**config.mk**
```make
export PLATFORM = sky130hd
export DESIGN_NAME = status_uart_tx
export DESIGN_NICKNAME = d
export VERILOG_FILES = /design/src/rtl/status_uart_tx.sv
export SDC_FILE = /design/constraint.sdc
export NUM_CORES = 1
export LEC_CHECK = 0
export CAP_MARGIN = 10
export CORE_ASPECT_RATIO = 1.1
export CORE_MARGIN = 1
export CORE_UTILIZATION = 26
export DETAILED_ROUTE_END_ITERATION = 7
export PLACE_DENSITY_LB_ADDON = 0.2
export SETUP_SLACK_MARGIN = 0.2
export SLEW_MARGIN = 25
export SYNTH_ARGS = -nofsm -noshare
export SYNTH_HDL_FRONTEND = slang
export SYNTH_SLANG_ARGS = --single-unit
```
**constraint.sdc**
```tcl
create_clock -name clk -period 1.8 [get_ports clk]
set_input_delay 0.45 -clock clk [delete_from_list [all_inputs] [get_ports clk]]
set_output_delay 0.45 -clock clk [all_outputs]
set_load 0.02 [all_outputs]
```
**src/rtl/status_uart_tx.sv**
```systemverilog
// Serial status transmitter: sends a 6-byte frame (header, four status bytes, XOR checksum)
// as 8N1, LSB first, with the bytes sent back-to-back.
module status_uart_tx #(
   parameter int         CLKS_PER_BIT = 10416,
   parameter logic [7:0] HEADER       = 8'hA5
) (
   input  logic        clk,
   input  logic        reset_n,
   input  logic        send,
   input  logic [31:0] frame,
   output logic        tx,
   output logic        busy,
   output logic        done
);

   localparam int CW = $clog2(CLKS_PER_BIT);
   localparam logic [CW-1:0] BAUD_LAST = CW'(CLKS_PER_BIT - 1);

   localparam logic [1:0] IDLE  = 2'd0;
   localparam logic [1:0] START = 2'd1;
   localparam logic [1:0] DATA  = 2'd2;
   localparam logic [1:0] STOP  = 2'd3;

   logic [1:0]    state;
   logic [CW-1:0] baudCnt;
   logic [2:0]    bitIdx;
   logic [2:0]    byteIdx;
   logic [31:0]   frameReg;
   logic [7:0]    chkReg;
   logic [7:0]    curByte;
   logic          baudDone;

   assign baudDone = (baudCnt == BAUD_LAST);

   always_comb begin
      curByte = HEADER;
      case (byteIdx)
         3'd1:    curByte = frameReg[31:24];
         3'd2:    curByte = frameReg[23:16];
         3'd3:    curByte = frameReg[15:8];
         3'd4:    curByte = frameReg[7:0];
         3'd5:    curByte = chkReg;
         default: curByte = HEADER;
      endcase
   end

   // tx is updated one cycle ahead at each bit boundary so the line itself is a flop output
   always_ff @(posedge clk or negedge reset_n) begin
      if (!reset_n) begin
         state    <= IDLE;
         baudCnt  <= '0;
         bitIdx   <= '0;
         byteIdx  <= '0;
         frameReg <= '0;
         chkReg   <= '0;
         tx       <= 1'b1;
         busy     <= 1'b0;
         done     <= 1'b0;
      end else begin
         done <= 1'b0;
         case (state)
            IDLE: begin
               tx   <= 1'b1;
               busy <= 1'b0;
               if (send) begin
                  frameReg <= frame;
                  chkReg   <= frame[31:24] ^ frame[23:16] ^ frame[15:8] ^ frame[7:0];
                  byteIdx  <= '0;
                  bitIdx   <= '0;
                  baudCnt  <= '0;
                  tx       <= 1'b0;
                  busy     <= 1'b1;
                  state    <= START;
               end
            end
            START: begin
               if (baudDone) begin
                  baudCnt <= '0;
                  bitIdx  <= '0;
                  tx      <= curByte[0];
                  state   <= DATA;
               end else begin
                  baudCnt <= baudCnt + 1'b1;
               end
            end
            DATA: begin
               if (baudDone) begin
                  baudCnt <= '0;
                  if (bitIdx == 3'd7) begin
                     tx    <= 1'b1;
                     state <= STOP;
                  end else begin
                     bitIdx <= bitIdx + 3'd1;
                     tx     <= curByte[bitIdx + 3'd1];
                  end
               end else begin
                  baudCnt <= baudCnt + 1'b1;
               end
            end
            STOP: begin
               if (baudDone) begin
                  baudCnt <= '0;
                  if (byteIdx < 3'd5) begin
                     byteIdx <= byteIdx + 3'd1;
                     tx      <= 1'b0;
                     state   <= START;
                  end else begin
                     byteIdx <= '0;
                     tx      <= 1'b1;
                     busy    <= 1'b0;
                     done    <= 1'b1;
                     state   <= IDLE;
                  end
               end else begin
                  baudCnt <= baudCnt + 1'b1;
               end
            end
            default: state <= IDLE;
         endcase
      end
   end

endmodule

```
## Yosys cells after proc, flatten, opt, wreduce, memory -nomap -nowiden

Index checks and enable logic that the tools add are counted.

| cells by class | value |
|---|---|
| $add $sub $neg | 3 |
| order comparisons | 2 |
| eq/ne operators | 17 |
| multiplexer cells | 34 |
| bitwise operators | 3 |
| reductions and logical operators | 10 |

Operators by type and width:

| cell | count |
|---|---|
| 8-bit case mux with 5 select lines | 1 |
| 14-bit two-way mux | 2 |
| 14-bit case mux with 2 select lines | 1 |
| 8-bit XOR | 3 |
| 3-bit two-way mux | 6 |
| 14-bit by 1-bit adder with 14-bit output (second input constant) | 1 |
| 14-bit equality test (second input constant) | 1 |
| 2-bit inequality test (second input constant) | 7 |
| 1-bit two-way mux | 13 |
| 2-bit two-way mux | 5 |
| 5-bit AND reduction | 2 |
| 3-bit equality test (second input constant) | 3 |
| 3-bit case mux with 3 select lines | 1 |
| 3-bit AND reduction | 3 |
| 2-bit case mux with 4 select lines | 1 |
| 3-bit by 1-bit adder with 3-bit output (second input constant) | 2 |
| 3-bit by 2-bit equality test with 1-bit output (second input constant) | 2 |
| 3-bit case mux with 2 select lines | 1 |
| 2-bit equality test (second input constant) | 2 |
| 3-bit by 4-bit less-than comparator with 1-bit output (second input constant) | 1 |
| 1-bit case mux with 4 select lines | 1 |
| 1-bit binary-select mux with 3-bit select | 1 |
| 3-bit by 1-bit equality test with 1-bit output (second input constant) | 1 |
| 3-bit less-than comparator (second input constant) | 1 |
| 7 further kinds | 7 |

| storage, ports and cells | value |
|---|---|
| register bits | 65 |
| input bits | 35 |

## Longest topological paths before layout

| logic depth | value |
|---|---|
| depth in word-level cells | 7 |
| depth in mapped cells | 10 |
| gate-level depth less buffers | 8 |

## Worst setup path before layout

Ideal clock, no wire load.

| timing | value |
|---|---|
| path kind | register to register |
| from | register byteIdx[1] |
| to | register tx |
| library setup time | 77 ps |
| arrival | 1821 ps |
| setup slack | -98 ps |
| stages on the path, launching flop included | 11 |
| buffers on the path | 2 |
| period minus slack after synthesis | 1898 ps |
| cell sequence | dfrtp_1 inv_1 ha_1 buf_2 buf_4 a22oi_1 a21oi_1 a21oi_1 a211o_1 a32o_1 a31oi_1 |

| on the way | value |
|---|---|
| word-level cells in the longest chain between the ends | 7 |
| elaborated cells between the ends (all ways) | 15 |
| classes of those cells | order compare: 1; eq/ne: 5; mux: 9 |

RTL lines:

| item | RTL line | RTL |
|---|---|---|
| from (decl) | 27 | `logic [2:0] byteIdx;` |
| from (signal assigned) | 104 | `byteIdx <= byteIdx + 3'd1;` |
| 3-bit equality test (tied with other cells) | 37 | `case (byteIdx)` |
| 8-bit case mux with 5 select lines | 37 |  |
| 1-bit binary-select mux with 3-bit select | 94 | `tx <= curByte[bitIdx + 3'd1];` |
| 1-bit two-way mux (implied by the code) | 94 |  |
| 1-bit two-way mux | 89 | `if (bitIdx == 3'd7) begin` |
| 1-bit two-way mux | 87 | `if (baudDone) begin` |
| 1-bit case mux with 4 select lines * | 61 | `case (state)` |
| to (signal assigned) | 80 | `tx <= curByte[0];` |
| to (signal assigned) | 94 |  |
| to (decl) | 11 | `output logic tx,` |

Mark *: on every way between the ends. The rest lies on a longest branch, timed or not. The select of a mux whose other input is x is not followed.
A chain may end at the register's enable or synchronous reset.

## Worst setup path after layout

| timing | value |
|---|---|
| from | register byteIdx[0] |
| to | register tx |

Same word-level chain as after synthesis.

==> results.cfg <==
[drt]
firstDrtPassIters = 4
totalWireLength_mm = 9.69
wl_per_cell_microns = 15.7
via_per_inst = 4.78
drc = 0
drt_iter0_markers = 104
via_count = 2955
detail-route-antenna-nets = 0

[clocking]
ctsRootBufferMaster = clkbuf_16
cts_made_buffers = 9
clkSinkCount = 65
clkTransAtPathRegs_ns = 0.06
h-tree-depth = 3
hold_buffers = 0
clk-insertion-delay-late_ns = 0.34
cts_tree = done
clockBufferDepth = 2

[worst_setup_path]
worst_ep_required_time_ns = 2.06
rr_startpoint = byteIdx[0]
path_cells = inv_4 -> ha_4 -> buf_6 -> mux2i_1 -> a21oi_1 -> o2111ai_2 -> a32o_1 -> a31oi_1
crit_type = register to register
crit_arrival_ns = 2.15
reg2regPathDepth = 8
critPathMaxFanout = 5
endpoint_kind = register
cp_slowest_cell = dfrtp_2
timing.rr.end = tx
regToRegSetupSlack_ns = -0.08
cp-start-kind = register
max_stage_delay_ns = 0.48

[timing]
setup_viol = 6
finalHoldViolCount = 0
clock-skew-final_ns = 0.00859
fin_hold_ws_ns = 0.137
setup_slack_ns = -0.0822
max_freq_ghz = 0.531
rsz0062_at_grt = true
slew_headroom_pct = 75.7
period_needed_ns = 1.88
fin_tns_setup_ns = -0.193
fin_crit_sh_pct = 105
slew_viol_final = 0
tightestPinTransition_ns = 0.364

[power]
power_density_mw_per_mm2 = 1610
p_leak_nw = 2.35
p_int_mw = 5.89
swShare_pct = 33.6
p_switching_mw = 2.99
vdd_ir_drop_max_uv = 670
fin_total_pwr_mw = 8.88
clockPowerShare_pct = 23.0
combPwrFrac_pct = 48.7
power_frac_seq_pct = 28.3

[floorplanning]
fp.coreArea_sq_mm = 0.0132
die_y_microns = 124
row_count = 44
start_util_pct = 26.6
die-area_sq_mm = 0.0139
ioPinCount = 38
die_w_microns = 113

[global_routing]
grt_max_degree = 66
grt_first_pass_wirelength_mm = 14.9
overflow = 0
grt_pass1_vias = 2959
antenna_found_initial = 0
grtUsageTotal_pct = 13.9

[run_status]
outcome = finished with violations
failed_checks = setup timing

[synth]
synth_seq_cells = 65
seq_area_frac_synth_pct = 46.6
synth_top_area_share_pct = 45.8
synth.distinct_cells = 46
synth_area_leaders = dfrtp_1 46%, mux2_2 11%, xnor2_1 6.8%, o21ai_0 4.4%, nand2_1 4.4%
syn_area_per_cell_sq_um = 10.3
ys.flop_type = dfrtp_1
syn_nets = 385
synth_edf_count = 0
synthCells = 338
yosysWarnings = 0
post_synth_instance_area_sq_mm = 0.00350
synthArstFlopShare_pct = 100
yosysTopAreaCell = dfrtp_1

[layout]
syn_to_final_growth_pct = 57.4
final_layout_size_suffix_gt1_share_pct = 42.5
n_antenna_cell = 0
nNetsFinal = 499

[placed_design]
port_buffers = 37
dp_slack_ns = -0.169
place.gp.congestion = 0.793
dp_hpwl_mm = 5.99

[job]
drv_cap = 0

[min_path]
hold_path.class = primary input to asynchronous set/reset pin
[critical path, delay by kind of cell, from the launching register on]
family,cells,cell delay [ns]
flops,1,0.48
mux,1,0.08
fa+ha+maj,1,0.15
compound gates,4,0.88
buf+inv,2,0.23
[kinds of logic (layout without fill, tap and decap cells)]
family                   after synthesis  count (layout)  share of synthesized area (%)
AND/OR/NAND/NOR                       86              87                           11.7
AO/OA/AOI/OAI                         85              85                           15.8
flip-flops                            65              65                           46.6
multiplexers                          36              36                           11.5
XOR/XNOR                              27              27                           6.76
buffers and inverters                 27             145                           3.36
adder cells (fa/ha/maj)               12              12                           4.29
[power by group through the flow]
stage | Combinational, mW | Sequential, mW | Clock [mW]
after floorplan | 2.09 | 2.40 | 0
after detailed placement | 3.09 | 2.52 | 0
after global routing | 4.67 | 2.58 | 2.16
after CTS | 3.65 | 2.50 | 2.09
final | 4.32 | 2.51 | 2.05
after global placement | 3.05 | 2.52 | 0
[synthesized netlist by cell type (2+ instances only)]
master / count
a221oi_1: 13
a31oi_1: 4
xnor2_1: 27
nor2_1: 17
nor3_1: 3
o21ai_1: 3
mux2i_1: 3
a22oi_1: 4
a211o_1: 2
nand3_1: 4
a21o_1: 2
ha_1: 12
o211a_1: 2
o21ai_0: 31
buf_1: 2
and3_1: 6
a21oi_1: 12
o31ai_1: 2
a22o_1: 2
mux2_2: 33
nand4_1: 2
dfrtp_1: 64
nor2b_1: 2
buf_2: 4
clkbuf_1: 12
and4_1: 2
o2111ai_1: 3
nand2_1: 41
inv_1: 7
[area by class of cell]
cell class	count	area, sq um
inverters	7	31.3
clock buffers	11	243
flip-flops and latches	65	1630
fillers	1239	7650
clock inverters	5	104
well taps	161	201
repair buffers	122	1230
multi-input cells	247	2070
[layout by cell type (no fill, tap or decap), types with 3 or more instances in the layout]
| master | synthesis | layout |
|---|---|---|
| dfrtp_1 | 64 | 63 |
| mux2i_1 | 3 | 3 |
| nand2_2 | 0 | 4 |
| nand2_1 | 41 | 34 |
| xnor2_1 | 27 | 27 |
| a21oi_2 | 1 | 4 |
| a221oi_1 | 13 | 10 |
| o21ai_0 | 31 | 11 |
| ha_1 | 12 | 4 |
| bufinv_16 | 0 | 3 |
| buf_4 | 1 | 52 |
| a221oi_2 | 0 | 3 |
| and3_4 | 0 | 3 |
| a31oi_1 | 4 | 3 |
| a21oi_1 | 12 | 9 |
| and3_1 | 6 | 3 |
| nor2_4 | 0 | 3 |
| nor2_1 | 17 | 12 |
| inv_1 | 7 | 3 |
| clkbuf_16 | 0 | 13 |
| a22oi_1 | 4 | 4 |
| buf_12 | 0 | 4 |
| ha_4 | 0 | 6 |
| mux2_2 | 33 | 32 |
| o21ai_2 | 0 | 5 |
| o21ai_1 | 3 | 18 |
| clkdlybuf4s50_1 | 0 | 33 |
| and4_4 | 1 | 3 |
| buf_6 | 1 | 21 |
[worst max path at each step]
stage	depth (start not counted)	from	slack, ns	to
after floorplan	8	baudCnt[0]	-0.05	state[1]
after global placement	4	send	-0.11	state[1]
after detailed placement	9	byteIdx[0]	-0.17	tx
after CTS	9	byteIdx[1]	-0.03	tx
after global routing	8	byteIdx[1]	-0.14	tx
final	8	byteIdx[0]	-0.08	tx
[per-layer routing]
layer	part of all wire [%]	track usage, %	up-vias
li1	-	-	1447
met1	43	16.1	1453
met2	52	25.5	43
met3	3.1	3.21	12
met4	1.4	4.50	0
met5	0	0	-
[registers in the layout, summed over array words and instances, names as in the netlist]
register	flops
tx	1
busy	1
state	2
chkReg	8
baudCnt	14
byteIdx	3
frameReg	32
bitIdx	3
done	1
[stage by stage]
stage | util, % | area, sq um | std cells
finish | 41.8 | 5500 | 618
global route | 41.8 | 5500 | 618
CTS | 38.4 | 5050 | 591
detailed placement | 33.0 | 4340 | 557
global placement | 33.0 | 4340 | 557
floorplan | - | 3550 | 338
[repair_timing]
action / CTS / global route
pin swaps: 17 / 27
endpoints found under the setup margin: 57 / 52
gates resized for setup: 64 / 46
buffers inserted: 16 / 21
cloned: 2 / 6
No activity file was read; power rests on OpenSTA's default activity.
